### config.mk
export PLATFORM = sky130hd
export DESIGN_NAME = sync_fifo_fwft
export DESIGN_NICKNAME = d
export VERILOG_FILES = /design/src/rtl/sync_fifo_pkg.sv /design/src/rtl/fifo_dp_ram.sv /design/src/rtl/sync_fifo_fwft.sv
export SDC_FILE = /design/constraint.sdc
export NUM_CORES = 1
export LEC_CHECK = 0
export CELL_PAD_IN_SITES_DETAIL_PLACEMENT = 1
export CELL_PAD_IN_SITES_GLOBAL_PLACEMENT = 2
export CORE_ASPECT_RATIO = 0.9
export CORE_MARGIN = 2
export CORE_UTILIZATION = 30
export CTS_CLUSTER_DIAMETER = 200
export CTS_CLUSTER_SIZE = 25
export DETAILED_ROUTE_END_ITERATION = 12
export PLACE_DENSITY_LB_ADDON = 0.1
export SYNTH_ARGS = -nofsm -noshare
export SYNTH_HDL_FRONTEND = slang
export SYNTH_SLANG_ARGS = --single-unit
### constraint.sdc
create_clock -name clk -period 4.3 [get_ports clk]
set_input_delay 1.075 -clock clk [delete_from_list [all_inputs] [get_ports clk]]
set_output_delay 1.075 -clock clk [all_outputs]
set_load 0.01 [all_outputs]
### src/rtl/sync_fifo_pkg.sv
// Shared definitions for the FWFT synchronous FIFO: a constant-evaluable
// clog2 and the default geometry/threshold values used by sync_fifo_fwft.
package sync_fifo_pkg;

  // Ceiling log2, usable in parameter/localparam expressions.
  function automatic int clog2(input int value);
    int r;
    r = 0;
    for (int i = 0; i < 31; i++) begin
      if ((1 << i) < value) r = i + 1;
    end
    return r;
  endfunction

  localparam int DEF_DATA_WIDTH    = 8;
  localparam int DEF_ADDR_WIDTH    = 4;
  localparam int DEPTH             = 1 << DEF_ADDR_WIDTH;
  localparam int DEF_AFULL_THRESH  = DEPTH - 2;
  localparam int DEF_AEMPTY_THRESH = 2;

endpackage

### src/rtl/fifo_dp_ram.sv
// Simple dual-port RAM: one write port, one registered read port, single
// clock, no reset on the array or read register (block-RAM inferable).
// Ports:
//   clk_i    clock
//   we_i     write enable      waddr_i / wdata_i  write address / data
//   re_i     read enable       raddr_i            read address
//   rdata_o  registered read data (updates only on re_i, read-before-write)
module fifo_dp_ram #(
  parameter int DATA_WIDTH = 8,
  parameter int ADDR_WIDTH = 4
) (
  input  logic                  clk_i,
  input  logic                  we_i,
  input  logic [ADDR_WIDTH-1:0] waddr_i,
  input  logic [DATA_WIDTH-1:0] wdata_i,
  input  logic                  re_i,
  input  logic [ADDR_WIDTH-1:0] raddr_i,
  output logic [DATA_WIDTH-1:0] rdata_o
);

  logic [DATA_WIDTH-1:0] mem_q [2**ADDR_WIDTH];
  logic [DATA_WIDTH-1:0] rdata_q;

  always_ff @(posedge clk_i) begin
    if (we_i) mem_q[waddr_i] <= wdata_i;
    if (re_i) rdata_q <= mem_q[raddr_i];
  end

  assign rdata_o = rdata_q;

endmodule

### src/rtl/sync_fifo_fwft.sv
// Single-clock FIFO with optional first-word-fall-through, guarded pointers,
// registered almost-full/almost-empty flags and sticky overflow/underflow.
// Ports:
//   clk, rst_n (async, active-low)
//   data_in / we     write data / request (rejected while full)
//   re               read/pop request (rejected while empty)
//   data_out         head word (FWFT=1) or last read word (FWFT=0)
//   occupants        words held, 0..DEPTH (includes prefetched words)
//   empty, full, almost_full, almost_empty  status flags
//   overflow, underflow  sticky error flags, cleared by clr_err
module sync_fifo_fwft
  import sync_fifo_pkg::*;
#(
  parameter int DATA_WIDTH    = DEF_DATA_WIDTH,
  parameter int ADDR_WIDTH    = DEF_ADDR_WIDTH,
  parameter bit FWFT          = 1'b1,
  parameter int AFULL_THRESH  = (1 << ADDR_WIDTH) - 2,
  parameter int AEMPTY_THRESH = DEF_AEMPTY_THRESH
) (
  input  logic                  clk,
  input  logic                  rst_n,
  input  logic [DATA_WIDTH-1:0] data_in,
  input  logic                  we,
  input  logic                  re,
  output logic [DATA_WIDTH-1:0] data_out,
  output logic [ADDR_WIDTH:0]   occupants,
  output logic                  empty,
  output logic                  full,
  output logic                  almost_full,
  output logic                  almost_empty,
  output logic                  overflow,
  output logic                  underflow,
  input  logic                  clr_err
);

  localparam int FIFO_DEPTH = 1 << ADDR_WIDTH;
  localparam int PW         = clog2(FIFO_DEPTH) + 1;
  localparam logic [PW-1:0] FULL_LIM = PW'(FIFO_DEPTH);
  localparam logic [PW-1:0] AF_LIM   = PW'(AFULL_THRESH);
  localparam logic [PW-1:0] AE_LIM   = PW'(AEMPTY_THRESH);

  if (!(AEMPTY_THRESH > 0 && AEMPTY_THRESH < AFULL_THRESH && AFULL_THRESH <= FIFO_DEPTH))
  begin : g_bad_thresh
    $error("sync_fifo_fwft: need 0 < AEMPTY_THRESH < AFULL_THRESH <= DEPTH");
  end

  logic [PW-1:0]         wr_ptr_q, wr_ptr_d, rd_ptr_q, rd_ptr_d;
  logic [PW-1:0]         occ_q, occ_d;
  logic                  s1_valid_q, s1_valid_d;   // RAM read in flight
  logic                  out_valid_q, out_valid_d; // output register holds a word
  logic [DATA_WIDTH-1:0] out_q, out_d;
  logic                  full_q, empty_q, afull_q, aempty_q;
  logic                  ovf_q, unf_q;
  logic                  wr_ok, rd_ok, ram_has, ram_rd, out_free, ld_out;
  logic [DATA_WIDTH-1:0] ram_rdata;

  assign wr_ok   = we & ~full_q;
  assign rd_ok   = re & ~empty_q;
  assign ram_has = (wr_ptr_q != rd_ptr_q);

  always_comb begin
    out_free    = 1'b0;
    ld_out      = 1'b0;
    ram_rd      = 1'b0;
    s1_valid_d  = s1_valid_q;
    out_valid_d = out_valid_q;
    if (FWFT) begin
      // Two-stage prefetch: RAM read register feeds the output register,
      // and both stages advance together on a pop so streaming is 1/cycle.
      out_free    = ~out_valid_q | rd_ok;
      ld_out      = s1_valid_q & out_free;
      ram_rd      = ram_has & (~s1_valid_q | out_free);
      s1_valid_d  = ram_rd | (s1_valid_q & ~out_free);
      out_valid_d = ld_out | (out_valid_q & ~rd_ok);
    end else begin
      // Standard mode: RAM read on the accepted pop, copied out one edge later
      // so data_out has a reset value and holds between reads.
      ram_rd      = rd_ok;
      ld_out      = s1_valid_q;
      s1_valid_d  = rd_ok;
      out_valid_d = out_valid_q | ld_out;
    end

    out_d    = ld_out ? ram_rdata : out_q;
    wr_ptr_d = wr_ok  ? wr_ptr_q + PW'(1) : wr_ptr_q;
    rd_ptr_d = ram_rd ? rd_ptr_q + PW'(1) : rd_ptr_q;

    case ({wr_ok, rd_ok})
      2'b10:   occ_d = occ_q + PW'(1);
      2'b01:   occ_d = occ_q - PW'(1);
      default: occ_d = occ_q;
    endcase
  end

  always_ff @(posedge clk or negedge rst_n) begin
    if (!rst_n) begin
      wr_ptr_q    <= '0;
      rd_ptr_q    <= '0;
      occ_q       <= '0;
      s1_valid_q  <= 1'b0;
      out_valid_q <= 1'b0;
      out_q       <= '0;
      full_q      <= 1'b0;
      empty_q     <= 1'b1;
      afull_q     <= 1'b0;
      aempty_q    <= 1'b1;
      ovf_q       <= 1'b0;
      unf_q       <= 1'b0;
    end else begin
      wr_ptr_q    <= wr_ptr_d;
      rd_ptr_q    <= rd_ptr_d;
      occ_q       <= occ_d;
      s1_valid_q  <= s1_valid_d;
      out_valid_q <= out_valid_d;
      out_q       <= out_d;
      full_q      <= (occ_d == FULL_LIM);
      empty_q     <= FWFT ? ~out_valid_d : (occ_d == '0);
      afull_q     <= (occ_d >= AF_LIM);
      aempty_q    <= (occ_d <= AE_LIM);
      // A new error in the same cycle as clr_err keeps the flag set.
      ovf_q       <= (we & full_q)  | (ovf_q & ~clr_err);
      unf_q       <= (re & empty_q) | (unf_q & ~clr_err);
    end
  end

  fifo_dp_ram #(
    .DATA_WIDTH(DATA_WIDTH),
    .ADDR_WIDTH(ADDR_WIDTH)
  ) u_ram (
    .clk_i   (clk),
    .we_i    (wr_ok),
    .waddr_i (wr_ptr_q[ADDR_WIDTH-1:0]),
    .wdata_i (data_in),
    .re_i    (ram_rd),
    .raddr_i (rd_ptr_q[ADDR_WIDTH-1:0]),
    .rdata_o (ram_rdata)
  );

  assign data_out     = out_q;
  assign occupants    = occ_q;
  assign empty        = empty_q;
  assign full         = full_q;
  assign almost_full  = afull_q;
  assign almost_empty = aempty_q;
  assign overflow     = ovf_q;
  assign underflow    = unf_q;

endmodule

**Yosys cells after proc, flatten, opt, wreduce, memory -nomap -nowiden**

Memory sizes are Yosys's and may differ from the RTL's. A register that Yosys moved wholly into a read port is not among the register bits.
Index checks and enable logic that the tools add are counted.
W data, S select, Z words.

- Memories kept: 1
- Latch bits: 0
- Input bits: 13
- Bits in writable memories: 128
- Register bits after elaboration: 31
- Logic and storage cells: 50
- ROM bits: 0
- Output and inout port bits: 19

Memories:

| memory | depth | width | read ports | clocked after Yosys merged registers in | wr ports | RTL line | RTL |
|---|---|---|---|---|---|---|---|
| u_ram.mem_q | 16 | 8 | 1 | 1 | 1 | fifo_dp_ram.sv:21 | `logic [DATA_WIDTH-1:0] mem_q [2**ADDR_WIDTH];` |

- Div/mod/pow operators: 0
- Magnitude comparators: 2
- Shift operators: 0
- Reduce and logical (&&, ||, !) cells: 0
- $mul: 0
- Bitwise logic cells: 24
- Add/subtract/negate cells: 4
- Mux-type cells: 3
- Equal/unequal tests: 4

Operators with widths:

| kind | count |
|---|---|
| $add A5 B1 Y5 const B | 3 |
| $and A1 B1 Y1 | 10 |
| $pmux W5 S2 | 1 |
| $not A1 Y1 | 8 |
| $or A1 B1 Y1 | 6 |
| $eq A5 B5 Y1 const B | 1 |
| $ge A5 B4 Y1 const B | 1 |
| $le A5 B2 Y1 const B | 1 |
| $ne A5 B5 Y1 | 1 |
| $sub A5 B1 Y5 const B | 1 |
| $eq A2 B1 Y1 const B | 1 |
| $eq A2 B2 Y1 const B | 1 |
| $mux W1 | 2 |

**Longest topological paths before layout**

- Depth in word-level cells: 6
- Gate-level depth with buffers: 12
- Gate-level depth less buffers: 10

**Hierarchy**

Synthesis repeated with hierarchy kept, for this count alone.

- Cell total of the unflattened synthesis: 348
- Area, all modules: 6678.9 um^2

Modules (own cells, without submodules):

| module | sequential area each (um^2) | area an instance (um^2) | instances | cells each |
|---|---|---|---|---|
| fifo_dp_ram | 4083.9 | 5227.5 | 1 | 229 |
| sync_fifo_fwft | 778.2 | 1451.4 | 1 | 119 |

**Worst setup path after synthesis**

Ideal clock, no wire load.

- Path type: input-to-reg
- Start point: input we
- End point: register full_q, in the netlist full
- Library setup time: 0.095 ns
- Stages: 12
- Setup slack: 0.970 ns
- Arrival: 3.235 ns
- Path buffers: 2
- Required time: 4.205 ns
- Path through: nor2b_1 clkbuf_1 inv_1 ha_1 buf_6 xor2_1 ha_1 a21oi_1 or3_1 a211oi_2 xor2_1 nor4b_2

- Cells in the longest elaborated chain, start to end: 4
- Elaborated cells between the ends (all ways): 5
- Classes of those cells: 3 x eq/ne; 1 x mux; 1 x bitwise

Ends and longest elaborated chain:

| element | RTL line | RTL |
|---|---|---|
| start: declaration | sync_fifo_fwft.sv:23 | `input logic we,` |
| $and A1 B1 Y1 * | sync_fifo_fwft.sv:57 | `assign wr_ok = we & ~full_q;` |
| $eq A2 B1 Y1 / $eq A2 B2 Y1 (equally long branches) | sync_fifo_fwft.sv:88 | `case ({wr_ok, rd_ok})` |
| $pmux W5 S2 * | sync_fifo_fwft.sv:88 |  |
| via occ_d[4] | sync_fifo_fwft.sv:48 | `logic [PW-1:0] occ_q, occ_d;` |
| $eq A5 B5 Y1 * | sync_fifo_fwft.sv:116 | `full_q <= (occ_d == FULL_LIM);` |
| end signal: assignment | sync_fifo_fwft.sv:116 |  |
| end: declaration | sync_fifo_fwft.sv:52 | `logic full_q, empty_q, afull_q, aempty_q;` |

Mark *: on every way through the listed nets, which the timed path passes. The rest lies on a longest branch.
A chain may end at the register's enable or synchronous reset.

**Worst setup path in the final report**

Ends and elaborated chain as after synthesis.

==> impl_metrics.py <==
metrics = {
    "outcome": {
        "status": "finished, final reports clean",
    },
    "logic_synthesis": {
        "yosysWarnings": 0,
        "synth_ff_type": "edfxtp_1",
        "async_reset_ff_frac": 0.186,
        "synthesis.area_sq_um": 6760,
        "synth_seq_area_share": 0.719,
        "synth_fa_ha_area_frac": 0.0148,
        "synth_top_area_share": 0.604,
        "yosysTopAreaCell": "edfxtp_1",
        "synthTopCellsByArea": "edfxtp_1, dfrtp_1, mux4_2, mux2_2, ha_1",
        "synthSimpleGateAreaFrac": 0.0496,
        "synth.avg_cell_area_sq_um": 18.2,
        "synth_edf_count": 136,
        "syn_inst": 371,
        "synth_top_family_by_area": "multiplexers",
        "muxShareOfSynthArea": 0.135,
        "synth.distinct_cells": 43,
        "yosys.area_share.xor_xnor": 0.0207,
        "synth-seq-cells": 167,
        "synth_compound_area_frac": 0.0374,
        "synthesis.nets": 392,
    },
    "timing": {
        "slew_headroom": 0.362,
        "period_needed_ns": 3.43,
        "rsz0062_at_grt": "false",
        "finalHoldViolations": 0,
        "worstMarginPinSlew_ns": 0.957,
        "finalSetupViolations": 0,
        "drv_slew": 0,
        "timing.final.crit_share": 0.797,
        "worst_slack_ns": 0.872,
        "fmax_mhz": 292,
        "skew_ns": 0.00975,
        "setup-tns-final_ns": 0,
    },
    "detailed_routing": {
        "drt-vias-per-instance": 4.62,
        "dr_total_vias": 3385,
        "routedWlPerCell_um": 20.2,
        "wl_um": 14800,
        "final_antenna_net_count": 0,
        "drtIter0Drc": 232,
        "dr.pass1.iters": 4,
        "drc_errors": 0,
    },
    "floorplan": {
        "fp.dieW_um": 162,
        "die-area_sq_um": 23800,
        "ios": 32,
        "core-area_sq_um": 22300,
        "die_h_um": 146,
        "initial_core_util": 0.303,
        "core.rowCount": 52,
    },
    "global_routing": {
        "grt_overflow": 0,
        "grt_pass1_vias": 3710,
        "grt_pass1_wl_um": 23000,
        "track_usage": 0.134,
        "antenna_found_initial": 0,
        "grt_max_degree": 22,
    },
    "cells_and_area": {
        "final_util": 0.365,
        "mostFrequentLayoutCells": "edfxtp_1, mux4_2, clkdlybuf4s50_1, dfrtp_1, buf_4",
        "finalNetCount": 444,
        "layout.cells.non_filler": 733,
        "drive_above_1_share": 0.250,
        "area_growth_pct": 20.4,
        "fillers": 2224,
        "mostFrequentLayoutCell": "edfxtp_1",
        "insertedDiodeCount": 0,
    },
    "setup_path": {
        "cp-end-kind": "flip-flop",
        "worst-path-max-fanout": 11,
        "critPathLaunchType": "input port",
        "cp_data_arrival_time_ns": 3.76,
        "crit_type": "in -> reg",
        "required_ns": 4.63,
    },
    "place": {
        "dp_worst_setup_slack_ns": 0.459,
        "placed_cells": 701,
        "gp_congestion": 0.653,
        "place_hpwl_um": 9580,
        "port_buffers": 31,
    },
    "cts": {
        "clockRootBuffer": "clkbuf_16",
        "h-tree-depth": 4,
        "clk_path_buf_depth": 2,
        "clk_pin_slew_ns": 0.07,
        "cts-resized-gates": 0,
        "cts_sinks": 167,
        "clk_latency_ns": 0.43,
        "cts_setup_buffers": 0,
        "postCtsHoldBufs": 0,
        "cts_tree": "done",
        "cts_made_buffers": 17,
    },
    "power": {
        "leakagePower_nw": 2.79,
        "ir_worst_vdd_v": 0.000239,
        "p_per_area_nw_per_um2": 698,
    },
    "run": {
        "drv_cap": 0,
    },
    "hold_path": {
        "hp-class": "reg -> reg",
    },
}
per-stage QoR:
step | power (mW) | cell area, sq um | hold slack (ns)
detailed placement | 4.11 | 7500 | 0.468
global placement | 4.10 | 7500 | 0.461
global route | 6.01 | 8140 | 0.493
floorplan | 3.45 | 6760 | 0.454
CTS | 5.80 | 8140 | 0.478
finish | 5.68 | 8140 | 0.474
power breakdown:
part           switching (mW)  leakage (nW)  internal, mW  total, mW
sequential              0.298          1.60          2.08       2.38
combinational           0.816         0.881         0.825       1.64
clock                   0.669         0.309         0.990       1.66
total                    1.78          2.79          3.90       5.68
synth_stat cells, types with 3 or more instances:
cell and instances:
nand2b_1 4, a211oi_1 10, nand3b_1 3, dfrtp_1 29, xnor2_1 6, mux2i_1 9, xor2_1 10, inv_1 12
ha_1 8, buf_4 3, nor2b_1 9, clkbuf_1 6, nor2_1 16, mux4_2 32, a21oi_1 12, nor3_1 5
nand4_1 3, and2_1 3, nand2_1 11, buf_2 9, edfxtp_1 136, o21ai_0 4, mux2_2 9
final timing paths:
kind / startpoint / end / slack (ns) / depth (start not counted)
hold / removal: u_ram.rdata_o[2]$_DFFE_PP_ / data_out[2]$_DFFE_PN0P_ / 0.47 / 1
min in group asynchronous: rst_n / occupants[2]$_DFF_PN0_ / 1.00 / 1
setup reg to reg: empty$_DFF_PN1_ / full$_DFF_PN0_ / 1.53 / 10
setup / recovery: we / full$_DFF_PN0_ / 0.87 / 11
hold reg to reg: u_ram.rdata_o[2]$_DFFE_PP_ / data_out[2]$_DFFE_PN0P_ / 0.47 / 1
max in group asynchronous: rst_n / empty$_DFF_PN1_ / 2.68 / 2
cell type report:
type,instances,area [sq um],share of cell area
inverters,12,45.0,0.00553
flip-flops and latches,167,4860,0.597
clock inverters,15,215,0.0264
clock buffers,17,425,0.0522
well taps,297,372,0.0456
multi-input cells,171,1740,0.214
repair buffers,54,483,0.0593
metal layers:
| metal | wire length [um] | global-route usage |
|---|---|---|
| met4 | 157 | 0.0412 |
| met5 | 0 | 0 |
| met3 | 520 | 0.0315 |
| met2 | 7180 | 0.215 |
| met1 | 6930 | 0.182 |
sequential cells by signal (all words and copies together), names as in the netlist:
register       flops
empty              1
almost_full        1
occupants          5
underflow          1
full               1
data_out           8
wr_ptr_q           5
u_ram.rdata_o      8
out_valid_q        1
s1_valid_q         1
rd_ptr_q           5
u_ram.mem_q      128
almost_empty       1
overflow           1
logic make-up after synthesis:
group,after synthesis
xor gates and xnor gates,16
and+or+nand+nor,61
adders and majority gates,8
AOI/OAI and AO/OA,36
DFF,167
buffers and inverters,33
muxes,50
worst max-delay path: stages:
cell and delay [ns]:
clkdlybuf4s50_1 0.48, nor2b_1 0.17, inv_1 0.08, ha_1 0.33, xor2_1 0.22, ha_1 0.24, a21oi_1 0.08, or3_1 0.33
a211oi_2 0.20, xor2_1 0.30, nor4b_2 0.25
(Power assumes the default switching activity.)
